--- src/rtl/pipelined_add_sub_if.sv ---
// -----------------------------------------------------------------------------
// pipelined_add_sub_if
//   Handshake bundle for the pipelined adder/subtractor.
//   Request side : in_valid/in_ready with operands a, b and op select sub.
//   Response side: out_valid/out_ready with sum and the carry/overflow/zero
//                  flags.
//   Modports:
//     master - the producer/consumer around the block (drives the request and
//              out_ready, observes the response)
//     slave  - the adder itself
// -----------------------------------------------------------------------------
interface pipelined_add_sub_if #(
  parameter int WIDTH = 32
);
  logic             in_valid;
  logic             in_ready;
  logic [WIDTH-1:0] a;
  logic [WIDTH-1:0] b;
  logic             sub;
  logic             out_valid;
  logic             out_ready;
  logic [WIDTH-1:0] sum;
  logic             carry_out;
  logic             overflow;
  logic             zero;

  modport master (
    output in_valid, a, b, sub, out_ready,
    input  in_ready, out_valid, sum, carry_out, overflow, zero
  );

  modport slave (
    input  in_valid, a, b, sub, out_ready,
    output in_ready, out_valid, sum, carry_out, overflow, zero
  );
endinterface

--- src/rtl/pipelined_add_sub.sv ---
// -----------------------------------------------------------------------------
// pipelined_add_sub
//   Pipelined two's-complement adder/subtractor. The WIDTH-bit carry chain is
//   cut into STAGES chunks of CHUNK = ceil(WIDTH/STAGES) bits; stage k adds
//   chunk k plus the carry registered by stage k-1, so a result emerges exactly
//   STAGES cycles after it is accepted. One operation per cycle is accepted and
//   the whole pipeline freezes while the consumer stalls.
//
// Parameters
//   WIDTH   operand/result width (>= 2)
//   STAGES  pipeline depth / number of carry-chain chunks (1..WIDTH)
//
// Ports
//   clk    rising-edge clock
//   rst_n  asynchronous active-low reset; discards everything in flight
//   bus    pipelined_add_sub_if.slave:
//            in_valid/in_ready, a, b, sub      request (sub=1 -> A + ~B + 1)
//            out_valid/out_ready, sum          response (sum wraps mod 2^WIDTH)
//            carry_out  carry from the MSB (for sub: 1 = no borrow)
//            overflow   signed overflow of the selected operation
//            zero       sum == 0
//          flags are meaningful only while out_valid = 1.
//
// Configuration
//   SATURATE_EN  when defined, an overflowing result is clamped to the signed
//                extreme in the direction of A (0x7F..F for A >= 0, 0x80..0
//                for A < 0). overflow still reports 1 and zero is taken from
//                the clamped value. Undefined: the sum simply wraps.
// -----------------------------------------------------------------------------
module pipelined_add_sub #(
  parameter int WIDTH  = 32,
  parameter int STAGES = 2
) (
  input  logic                clk,
  input  logic                rst_n,
  pipelined_add_sub_if.slave  bus
);

  // Every chunk is CHUNK bits wide. When WIDTH is not a multiple of STAGES the
  // operands are zero-padded up to PW bits, so the top chunk effectively holds
  // only the remainder; its padding bits just propagate the MSB carry upward.
  localparam int CHUNK = (WIDTH + STAGES - 1) / STAGES;
  localparam int PW    = CHUNK * STAGES;
  // Registers between stages; stage STAGES-1 writes the output registers
  // directly, so a single-stage build needs none (one dummy slot is kept).
  localparam int PIPE  = (STAGES > 1) ? STAGES - 1 : 1;
  // With padding the MSB carry lands in bit WIDTH of the padded sum.
  localparam int CIDX  = (PW > WIDTH) ? WIDTH : PW - 1;

`ifdef SATURATE_EN
  localparam logic [WIDTH-1:0] SMAX = {1'b0, {(WIDTH-1){1'b1}}};
  localparam logic [WIDTH-1:0] SMIN = {1'b1, {(WIDTH-1){1'b0}}};
`endif

  // State carried by one pipeline slot. Operand bits above the current chunk
  // are still needed downstream; sum bits below it are already final. B is
  // stored pre-inverted for subtraction, so no stage needs to know the op.
  typedef struct packed {
    logic          valid;
    logic [PW-1:0] a;
    logic [PW-1:0] b;
    logic [PW-1:0] s;
    logic          c;
  } stage_t;

  stage_t st_in [STAGES];   // what each stage sees this cycle
  stage_t st_d  [STAGES];   // what each stage would register
  stage_t st_q  [PIPE];     // inter-stage registers

  logic [PW-1:0]    a_pad;
  logic [PW-1:0]    b_pad;
  logic             advance;

  logic             out_valid_d, out_valid_q;
  logic [WIDTH-1:0] sum_d,       sum_q;
  logic             carry_out_d, carry_out_q;
  logic             overflow_d,  overflow_q;
  logic             zero_d,      zero_q;

  // ---------------------------------------------------------------------------
  // Flow control: the pipeline moves as one unit whenever the output slot is
  // empty or being drained this cycle. A full pipeline with out_ready=1 takes
  // a new operation and hands one out in the same cycle.
  // ---------------------------------------------------------------------------
  assign advance      = !out_valid_q || bus.out_ready;
  assign bus.in_ready = advance;

  // ---------------------------------------------------------------------------
  // Stage inputs: stage 0 takes the request (carry-in = sub completes the
  // two's-complement negation of B), later stages take the previous register.
  // ---------------------------------------------------------------------------
  // NOTE: every variable written in an always_comb gets a full default before
  // any partial or conditional update; otherwise a latch is inferred.
  always_comb begin
    a_pad = '0;
    a_pad[WIDTH-1:0] = bus.a;
    b_pad = '0;
    b_pad[WIDTH-1:0] = bus.sub ? ~bus.b : bus.b;

    st_in[0] = '{valid: bus.in_valid, a: a_pad, b: b_pad, s: '0, c: bus.sub};
    for (int k = 1; k < STAGES; k++) begin
      st_in[k] = st_q[k-1];
    end
  end

  // ---------------------------------------------------------------------------
  // Chunk adders: stage k resolves bits [k*CHUNK +: CHUNK] and produces the
  // carry that stage k+1 will consume one cycle later.
  // ---------------------------------------------------------------------------
  always_comb begin
    logic [CHUNK:0] part;
    part = '0;
    for (int k = 0; k < STAGES; k++) begin
      part = {1'b0, st_in[k].a[k*CHUNK +: CHUNK]}
           + {1'b0, st_in[k].b[k*CHUNK +: CHUNK]}
           + {{CHUNK{1'b0}}, st_in[k].c};
      st_d[k]                     = st_in[k];
      st_d[k].s[k*CHUNK +: CHUNK] = part[CHUNK-1:0];
      st_d[k].c                   = part[CHUNK];
    end
  end

  // ---------------------------------------------------------------------------
  // Final stage: derive flags (and the optional clamp) from the completed sum
  // so they are registered together with it and latency stays STAGES.
  // ---------------------------------------------------------------------------
  always_comb begin
    stage_t           last;
    logic [WIDTH-1:0] sum_raw;
    logic [WIDTH-1:0] sum_fin;
    logic             a_msb;
    logic             bp_msb;
    logic             ovf;

    last    = st_d[STAGES-1];
    sum_raw = last.s[WIDTH-1:0];
    a_msb   = last.a[WIDTH-1];
    bp_msb  = last.b[WIDTH-1];
    // Same-sign operands (after B inversion) whose sum flips sign overflowed.
    ovf     = (a_msb == bp_msb) && (sum_raw[WIDTH-1] != a_msb);

`ifdef SATURATE_EN
    // Overflow can only happen towards the sign of A, so A picks the extreme.
    if (ovf) begin
      sum_fin = a_msb ? SMIN : SMAX;
    end else begin
      sum_fin = sum_raw;
    end
`else
    sum_fin = sum_raw;
`endif

    out_valid_d = last.valid;
    sum_d       = sum_fin;
    carry_out_d = (PW > WIDTH) ? last.s[CIDX] : last.c;
    overflow_d  = ovf;
    zero_d      = (sum_fin == '0);
  end

  // ---------------------------------------------------------------------------
  // Registers. Nothing moves unless the pipeline advances, which keeps the
  // outputs stable during a stall.
  // ---------------------------------------------------------------------------
  // NOTE: sequential state is updated only with non-blocking assignments so
  // every register samples values from before the clock edge.
  always_ff @(posedge clk or negedge rst_n) begin
    if (!rst_n) begin
      // NOTE: only the valid bits matter for correctness, but the stage data
      // is a handful of plain registers (not a memory array), so it is cleared
      // too and never carries X through the datapath after reset.
      for (int k = 0; k < PIPE; k++) begin
        st_q[k] <= '0;
      end
      out_valid_q <= 1'b0;
      sum_q       <= '0;
      carry_out_q <= 1'b0;
      overflow_q  <= 1'b0;
      zero_q      <= 1'b0;
    end else if (advance) begin
      for (int k = 0; k < STAGES - 1; k++) begin
        st_q[k] <= st_d[k];
      end
      out_valid_q <= out_valid_d;
      sum_q       <= sum_d;
      carry_out_q <= carry_out_d;
      overflow_q  <= overflow_d;
      zero_q      <= zero_d;
    end
  end

  assign bus.out_valid = out_valid_q;
  assign bus.sum       = sum_q;
  assign bus.carry_out = carry_out_q;
  assign bus.overflow  = overflow_q;
  assign bus.zero      = zero_q;

endmodule
--- src/flat_wrapper.sv ---
// flat-port wrapper written by rule: the top's interface ports become plain ports
module pipelined_add_sub_flat 
#(
  parameter int WIDTH  = 32,
  parameter int STAGES = 2
)
  (clk, rst_n, bus_in_valid, bus_a, bus_b, bus_sub, bus_out_ready, bus_in_ready, bus_out_valid, bus_sum, bus_carry_out, bus_overflow, bus_zero);
  pipelined_add_sub_if #(.WIDTH(WIDTH)) bus_i ();
  input  logic clk;
  input  logic rst_n;
  input wire logic [$bits(bus_i.in_valid)-1:0] bus_in_valid;
  input wire logic [$bits(bus_i.a)-1:0] bus_a;
  input wire logic [$bits(bus_i.b)-1:0] bus_b;
  input wire logic [$bits(bus_i.sub)-1:0] bus_sub;
  input wire logic [$bits(bus_i.out_ready)-1:0] bus_out_ready;
  output wire logic [$bits(bus_i.in_ready)-1:0] bus_in_ready;
  output wire logic [$bits(bus_i.out_valid)-1:0] bus_out_valid;
  output wire logic [$bits(bus_i.sum)-1:0] bus_sum;
  output wire logic [$bits(bus_i.carry_out)-1:0] bus_carry_out;
  output wire logic [$bits(bus_i.overflow)-1:0] bus_overflow;
  output wire logic [$bits(bus_i.zero)-1:0] bus_zero;
  assign bus_i.in_valid = bus_in_valid;
  assign bus_i.a = bus_a;
  assign bus_i.b = bus_b;
  assign bus_i.sub = bus_sub;
  assign bus_i.out_ready = bus_out_ready;
  assign bus_in_ready = bus_i.in_ready;
  assign bus_out_valid = bus_i.out_valid;
  assign bus_sum = bus_i.sum;
  assign bus_carry_out = bus_i.carry_out;
  assign bus_overflow = bus_i.overflow;
  assign bus_zero = bus_i.zero;
  pipelined_add_sub #(.WIDTH(WIDTH), .STAGES(STAGES)) u_core (.clk(clk), .rst_n(rst_n), .bus(bus_i));
endmodule
--- config.mk ---
export PLATFORM = sky130hd
export DESIGN_NAME = pipelined_add_sub_flat
export DESIGN_NICKNAME = d
export VERILOG_FILES = /design/src/rtl/pipelined_add_sub_if.sv /design/src/rtl/pipelined_add_sub.sv /design/src/flat_wrapper.sv
export SDC_FILE = /design/constraint.sdc
export NUM_CORES = 1
export LEC_CHECK = 0
export CORE_MARGIN = 2
export CORE_UTILIZATION = 51
export CTS_CLUSTER_DIAMETER = 80
export CTS_CLUSTER_SIZE = 16
export DETAILED_ROUTE_END_ITERATION = 7
export GPL_ROUTABILITY_DRIVEN = 0
export HOLD_SLACK_MARGIN = 0.15
export PLACE_DENSITY = 0.8
export SLEW_MARGIN = 20
export SYNTH_ARGS = -nofsm -noshare
export SYNTH_HDL_FRONTEND = slang
export SYNTH_SLANG_ARGS = --single-unit
--- constraint.sdc ---
create_clock -name clk -period 4 [get_ports clk]
set_input_delay 0.4 -clock clk [delete_from_list [all_inputs] [get_ports clk]]
set_output_delay 0.4 -clock clk [all_outputs]
set_load 0.05 [all_outputs]
# After elaboration in Yosys (flattened, before gate mapping)
# Cells that the tools add are included.
# totals
register_bits	118
in_bits	69
output_inout_bits	37
elab_cells	22
# classes
addsub	4
eq_ne	2
muxes	1
bitwise	1
n_reduce_logical	4
# ops
operator	count
16-bit by 16-bit adder with 17-bit output	2
17-bit by 1-bit adder with 17-bit output	2
32-bit zero test	1
32-bit two-way mux	1
32-bit inverter	1
1-bit == test	1
1-bit logical AND	1
1-bit zero test	1
1-bit logical OR	1
1-bit inequality test	1

# Longest topological paths before layout
# Gate-level depths: netlist (run 1).
# logic_depth
ltp_word	4
mapped_depth	12
mapped_depth_nobuf	10

# Least setup slack after synthesis (run 1)
# No wires, ideal clock.
# synth_path
kind	input to register
start	input port bus_sub
end	register u_core.st_q (netlist bit u_core.st_in[0])
t_arrival_ps	2968
t_required_ps	3874
slack_ps	906
path_stages	12
cell_sequence	clkbuf_1 clkbuf_1 xor2_1 fa_1 a21o_1 a21oi_1 o211ai_1 a2111oi_2 o21ai_0 o211a_1 o21ai_0 a21oi_1
# synth_via
elab_chain_cells	3
# synth_lines
item	line	rtl
from (decl)	flat_wrapper.sv:14	input wire logic [$bits(bus_i.sub)-1:0] bus_sub;
32-bit two-way mux	pipelined_add_sub.sv:98	b_pad[WIDTH-1:0] = bus.sub ? ~bus.b : bus.b;
16-bit by 16-bit adder with 17-bit output	pipelined_add_sub.sv:115	+ {1'b0, st_in[k].b[k*CHUNK +: CHUNK]}
17-bit by 1-bit adder with 17-bit output *	pipelined_add_sub.sv:116	+ {{CHUNK{1'b0}}, st_in[k].c};
to (signal, indexed assignment)	pipelined_add_sub.sv:181	st_q[k] <= st_d[k];
to (decl)	pipelined_add_sub.sv:68	stage_t st_q [PIPE];
# Every way passes the cells marked *; elsewhere a longest branch is shown, timed or not.
# A chain may end at the register's enable or synchronous reset.

# Worst setup path after layout (run 1)
# layout_path
start	input port bus_b[0]
end	register u_core.st_q (netlist bit u_core.st_in[0])
# layout_via
elab_chain_cells	4
# layout_lines
item	line	rtl
from (decl)	flat_wrapper.sv:13	input wire logic [$bits(bus_i.b)-1:0] bus_b;
32-bit inverter	pipelined_add_sub.sv:98	
32-bit two-way mux *	pipelined_add_sub.sv:98	
16-bit by 16-bit adder with 17-bit output *	pipelined_add_sub.sv:115	
17-bit by 1-bit adder with 17-bit output *	pipelined_add_sub.sv:116	
# Marked as above.

==> results of run 1 <==
-- power breakdown --
part	switching, mW	internal, mW
combinational	1.12	0.662
clock	0.319	0.288
sequential	0.168	1.11
-- through the flow --
step           hold WS (ns)  utilization  std cells
2_1_floorplan         0.104            -        551
3_3_place_gp          0.443        0.651        763
3_5_place_dp          0.454        0.651        763
4_1_cts               0.280        0.671        779
5_1_grt               0.160        0.671        779
6_report             0.0821        0.671        779
-- worst paths after layout --
kind,slack [ns],start,to,cells past startpoint
worst max register to register,1.00,u_core.st_d[49],u_core.bus.zero,10
min in group clk,0.47,u_core.out_valid_d,u_core.bus.out_valid,1
worst max-delay path,0.97,bus_b[0],u_core.st_in[0],11
worst min register to register,0.47,u_core.out_valid_d,u_core.bus.out_valid,1
max in group asynchronous,3.40,rst_n,u_core.bus.sum[12],1
worst min-delay path,0.08,rst_n,u_core.st_d[62],1
-- state kept, by name, summed over array words and instances (netlist names) --
| name | flops |
|---|---|
| u_core.st_d | 48 |
| u_core.bus.sum | 32 |
| u_core.bus.carry_out | 1 |
| u_core.bus.out_valid | 1 |
| u_core.bus.overflow | 1 |
| u_core.bus.zero | 1 |
| u_core.out_valid_d | 1 |
| u_core.st_in | 1 |
-- kinds of logic (layout without fill, tap and decap cells) --
kind of cell,count (synthesis),after routing,synth area share
XOR/XNOR,57,57,0.101
AO/OA/AOI/OAI,119,119,0.151
AND/OR/NAND/NOR,218,218,0.189
adder cells (fa/ha/maj),33,33,0.0884
flip-flops,86,86,0.437
multiplexers,3,3,0.00660
buffers and inverters,35,134,0.0267
-- cell type report --
class                      instances  area [um2]  share of cell area
clock inverter                     6        62.6             0.00999
multi-input combinational        430        2650               0.423
clock buffer                      10         128              0.0204
tap                              129         161              0.0258
sequential                        86        2150               0.344
timing repair buffer             108        1070               0.171
inverter                          10        37.5             0.00599
-- routing by layer --
metal	vias to the layer above	wire length [um]
li1	2052	-
met3	19	431
met5	-	0
met1	1961	5140
met2	91	5380
met4	0	209
-- cell usage in the layout (no fill, tap or decap), drive strengths merged, types with 4 or more instances in the layout --
master         instances
a211oi                 5
a21o                  15
clkbuf                10
xor2                  26
clkinv                 5
dfrtp                 86
xnor2                 31
nor4                   4
ha                    30
o21ai                 45
clkdlybuf4s50        103
nor2                  21
o31ai                  4
o21bai                 4
nand2b                 4
a21oi                 32
inv                   10
nand2                160
nand4                  6
buf                    5
==> run summary, run 1 <==
The flow ran to the end, and the final reports show no timing, DRC or antenna violations. Buffers inserted during clock tree synthesis total 9. For the wire length of the first global-routing pass, the log shows 18.4 mm. The via count normalized by instance count is 5.29.

Clock skew on the completed layout was measured at 0.00919 ns. Among all stages on the critical path, the largest delay is contributed by clkdlybuf4s50_1. The global-route met3 utilization was 0.0328. The tree built by TritonCTS fans out to 86 sinks. The netlist uses 53 different library cells.

The initial cell density of the core came out at 0.528. Counting I/O delays and the setup requirement, the final critical path takes 3.03 ns. The run gives 0.367 as the met2 layer usage reported by global route.

The commonest register cell after synthesis was dfrtp_1. For the number of max-slew violations in the final report, the log shows 0. The number of H-tree branching levels is 3, and the required time of the critical path is 4.25 ns.

The routed wire length per instance came out at 14.3 um. The area growth from synthesis to layout works out to 27.1%. Fill cell instance count of the final layout: 791.

The tools report the routing usage on met1 as 0.301. Walking the worst path, the cells encountered are clkdlybuf4s50_1 > mux2_2 > fa_1 > a21o_1 > a21oi_1 > o211ai_1 > a2111oi_2 > o21ai_0 > o211a_1 > o21ai_0 > a21oi_1. In the post-synthesis netlist, the biggest area contributors are dfrtp_1 44%, nand2_1 12%, ha_1 7.6%.

The number of endpoints with negative hold slack in the final report was 0; the smallest setup slack after layout was 0.975 ns. The net total in the final layout is 747, and the row count is 35. Post-detailed-route count of antenna-violating nets: 0.

Yosys printed 0 warnings. The global routing stage identified its most utilized layer as met2. For this block, the initial DRC count from the detailed router was 135.

Entering global routing, the biggest net connects 102 pins. Broken down by cell family, the worst path's largest delay share belongs to compound AO/OA/AOI/OAI gates. The peak per-stage delay on the critical path is 0.50 ns. The path category of the worst min-delay check is in2async.

The pre-antenna-repair detailed-routing pass consisted of 4 iterations. Once placement finished, the instance area stood at 6070 um2. The critical-path maximum fanout was 3; the number of antenna cells inserted was 0. Sorting the synthesized cells by how often they occur yields 160 x nand2_1, 86 x dfrtp_1, 39 x o21ai_0. The via count of the first global-routing pass is 4053. In this run the static leakage power is 2.86 nW. The startpoint type of the worst setup path is an input port. The number of synthesized flops with an enable pin was 0; the data arrival time at the worst-slack endpoint was 3.28 ns. Once the clock tree was built, the setup fixing pass inserted 0 buffers. The longest clock path from root to sink contains 2 buffers. Averaged over all synthesized cells, the footprint is 8.94 um2.

For the cell area after synthesis, the log shows 4930 um2. The final layout contains routed wiring with a total length of 11.2 mm. The initial antenna violation count came out at 0. The overall die height works out to 102 um. Setup repair after global routing left no endpoint under its margin.

Clock transition at the registers of the reported paths: 0.09 ns. For the worst-skew pair, the clock arrives at the later sink with an insertion delay of 0.36 ns. For the final routed database, the setup TNS stands at 0 ns. The timing-limited maximum frequency is 331 MHz. At the pin with the least slew margin, the transition time is 0.887 ns. For the number of max-cap violations, the log shows 0. The logs give 330 uV for the maximum vdd drop and 0 for the total DRC errors in the routed layout.

TritonCTS built the clock tree. The tools report the kind of end point of the critical path as a flop. The overall track demand over capacity in global routing came out at 0.223.

When the netlist entered floorplanning its net count stood at 653. The detailed router placed 4123 vias in this run. The area of the die was 10500 um2; the number of instances resized during post-cts repair was 0. The tools report the worst slew margin relative to its limit as 0.408. Power density over cell area: 586 nW/um2.

The tools report the post-place setup slack as 0.617 ns. After floorplanning, the core was sized to cover 9330 um2. The tools report the final count of negative-setup-slack endpoints as 0. The register area share after synthesis was 0.437; the die outline width was 102 um.

Input and output buffers added on the ports amount to 105. The count of pins on the block boundary came out at 106. The fraction of registers with async set or reset after synthesis came out at 1.00.

Total of hold buffers inserted after clock tree synthesis: 0. The number of buffer and inverter instances along the worst setup path was 1; the half-perimeter wire length after placement was 8.22 mm. Most numerous cell in the Yosys netlist: nand2_1.

After global routing the overflow that remains totals 0. The largest area contributor in the synthesized netlist is dfrtp_1. The share of post-route cells with drive strength above 1 works out to 0.0554. Summing internal, switching and leakage power gives 3.67 mW. The share of the synthesized area in the top cell type is 0.437, and the cell count after synthesis is 551.

The worst setup path category is in2reg. The final worst-path cycle share was 0.756; the post-route standard cell area excluding fillers was 6260 um2. Flip-flop and latch count after synthesis: 86.

Clock tree synthesis selected as its root buffer the cell clkbuf_8.
Power figures use the tool's default switching activity.
==> run 2, diff against run 1 <==
Clock period 4 ns to 3.1 ns, I/O delays scaled along.
==> run 2 against run 1 <==
Worst hold slack better by 0.39 ns. Via count is 0.39% higher. First-iteration DRC count is 7.4% lower. Power is 31% higher. Register-to-register slack worse by 0.87 ns.
==> run summary, run 2 (same netlist as run 1, synthesis figures left out) <==
The count of pins on the block boundary was 106 (unchanged); the half-perimeter wire length after placement was 8.55 mm (+3.9%). Worst setup path category: reg2reg. The starting DRC count in detailed routing came out at 125 (-7.4%). The number of endpoints with negative hold slack in the final report was 0 (unchanged). The worst register-to-register path ends at u_core.bus.zero. Origin of the worst setup path: u_core.st_d[49]. The overall die height works out to 102 um (unchanged).

The share of power burned in registers was 0.346 (-0.003). The timing-limited maximum frequency is 336 MHz. The logs give 4139 (+0.39%) for the via total after detailed routing and 0 (unchanged) for the total DRC errors in the routed layout. Net total in the final layout: 756 (+1.2%).

The most common library cell in the layout ignoring fill and taps is nand2_1. The run gives 0 (unchanged) as the total overflow reported by the global router. The core outline area was 9330 um2 (unchanged); the register area was 2150 um2 (unchanged). The number of flip-flops in the largest register is 48 (unchanged).

The clock transition at the registers of the reported paths was 0.08 ns (about the same). The total wire length was 11.0 mm (-1.2%). The worst hold path belongs to the class reg2reg. For the number of buffers between clock root and the deepest sink, the log shows 2 (unchanged). The category of cells accounting for the largest share of critical-path delay was compound AO/OA/AOI/OAI gates. The flow ran to the end, and the final reports show no timing, DRC or antenna violations.

The run gives 0.528 (unchanged) as the initial cell density of the core. The share of post-route cells with drive strength above 1 is 0.0728 (+0.0175), and the fill cell instance count of the final layout is 772 (-2.4%). The total CTS buffers was 9 (unchanged); the total negative slack was 0 ns (unchanged). Walking the worst path, the cells encountered are fa_2 > fa_2 > a211oi_1 > o21ai_1 > a211oi_2 > xnor2_2 > nor4bb_2 > nand4b_1 > o31ai_2. The area of the multi-input gates came out at 2670 um2 (+0.71%). The tools report the post-detailed-route count of antenna-violating nets as 0 (unchanged). Subtracting the final worst setup slack from the clock period gives 2.97 ns. The critical-path maximum fanout was 3 (unchanged). The fraction of power spent switching nets is 0.429 (-0.00850). The number of I/O port buffers works out to 105 (unchanged).

The setup slack of the most critical reg-to-reg path came out at 0.13 ns (-0.87 ns). The routed wire length per instance is 14.0 um (-2.4%), and the total internal power is 2.73 mW (+33%). The number of sinks on the clock net was 86 (unchanged). Power density over cell area: 753 nW/um2 (+29%). Setup repair after global routing left no endpoint under its margin. Required time of the critical path: 3.36 ns (-0.89 ns).

Maximum vdd drop: 385 uV (+16%). The source of the worst register-to-register timing path was u_core.st_d[49]. The depth of the most critical reg-to-reg path was 9 (-1); the area growth from synthesis to layout was 29.1%.

For the data arrival time at the worst-slack endpoint, the log shows 3.23 ns (-0.05 ns). The largest individual stage delay along the critical path comes from the cell fa_2. The clock network latency to the later pin of the worst-skew pair was 0.35 ns (about the same). The tree is rooted in a clkbuf_8.

TritonCTS built the clock tree. Worst hold slack: 0.467 ns (+0.385 ns). The top cell types in the final layout, fill and taps aside, are 160 x nand2_1, 102 x clkdlybuf4s50_1, 86 x dfrtp_1, 39 x o21ai_0, 31 x a21oi_1. For the via count of the first global-routing pass, the log shows 4017 (-0.89%). For the total power after layout, the log shows 4.79 mW (+31%). Via count normalized by instance count: 5.25 (-0.76%).

The logs give 2.05 mW (+28%) for the power dissipated by switching net loads and 18.3 mm (-0.71%) for the wire length of the first global-routing pass. The number of max-slew violations in the final report came out at 0 (unchanged). The peak per-stage delay on the critical path came out at 0.43 ns (-0.07 ns). The worst slew margin relative to its limit was 0.507 (+0.0989).

The count of cell instances traversed by the critical path is 9 (-2), and the die outline width is 102 um (unchanged). The worst-margin pin slew was 0.739 ns (-0.148 ns). The cell that appears most often on the critical path is fa_2. For the number of max-cap violations, the log shows 0 (unchanged). The number of buffer and inverter instances along the worst setup path was 0 (-1); the leakage power was 2.91 nW (+1.6%).

The run gives 0 (unchanged) as the initial antenna violation count. For the final count of negative-setup-slack endpoints, the log shows 0 (unchanged). For the first-pass iteration count of the detailed router, the log shows 4 (unchanged). Fraction of power consumed by combinational cells: 0.487 (+0.002). The run gives 10500 um2 (unchanged) as the area of the die. The final worst-path cycle share works out to 0.959. The logs give 0.167 (+0.002) for the relative contribution of the clock network to total power and 35 (unchanged) for the row count. The number of antenna cells inserted was 0 (unchanged); the number of H-tree branching levels was 3 (unchanged).

The worst setup path is captured at a flop. The startpoint type of the worst setup path was a flop. The overall track demand over capacity in global routing was 0.221 (-0.00187).

The pin count of the biggest net entering global routing was 87 (-15%); the final worst clock skew was 0.00886 ns (-0.000335 ns). The endpoint of the most critical setup path is u_core.bus.zero.
## run 2: timing repair
item                       CTS  global route
resized for setup            0             4
hold endpoints to repair     0            86
setup buffers                0             1
setup endpoints to repair    0             1
hold buffers                 0             1
## run 2: cell type report
| class | count | share of cell area |
|---|---|---|
| flip-flops and latches | 86 | 0.338 |
| clock buffers | 13 | 0.0250 |
| multi-input cells | 430 | 0.420 |
| repair buffers | 117 | 0.179 |
| clock inverters | 3 | 0.00669 |
| inverters | 10 | 0.00590 |
| well taps | 129 | 0.0254 |
## run 2: how the worst min path moves through the flow
stage / end / cells past startpoint / start
floorplan: u_core.bus.carry_out / 0 / rst_n
global placement: u_core.out_valid_d / 2 / u_core.out_valid_d
detailed placement: u_core.out_valid_d / 2 / u_core.out_valid_d
CTS: u_core.st_d[92] / 1 / rst_n
global route: u_core.st_d[88] / 3 / bus_a[23]
finish: u_core.bus.out_valid / 1 / u_core.out_valid_d
## run 2: through the flow
step	cell area [um2]	std cells	setup WS, ns	utilization
global placement	6120	770	-0.0168	0.656
detailed placement	6120	770	-0.0819	0.656
floorplan	4930	551	0.0962	-
CTS	6320	786	0.0861	0.678
global route	6360	788	0.0231	0.682
finish	6360	788	0.128	0.682
## run 2: layer usage
metal | global-route usage | vias up | part of all wire
met1 | 0.285 | 1961 | 0.45
li1 | - | 2070 | -
met2 | 0.381 | 88 | 0.49
met4 | 0.0892 | 0 | 0.024
met5 | 0 | - | 0
met3 | 0.0267 | 20 | 0.035
## run 2: power groups by stage
stage | logic [mW] | clock network, mW | registers, mW
finish | 2.33 | 0.801 | 1.66
global route | 2.52 | 0.862 | 1.69
CTS | 2.31 | 0.814 | 1.66
detailed placement | 2.31 | 0 | 1.68
global placement | 2.24 | 0 | 1.66
floorplan | 0.929 | 0 | 2.27
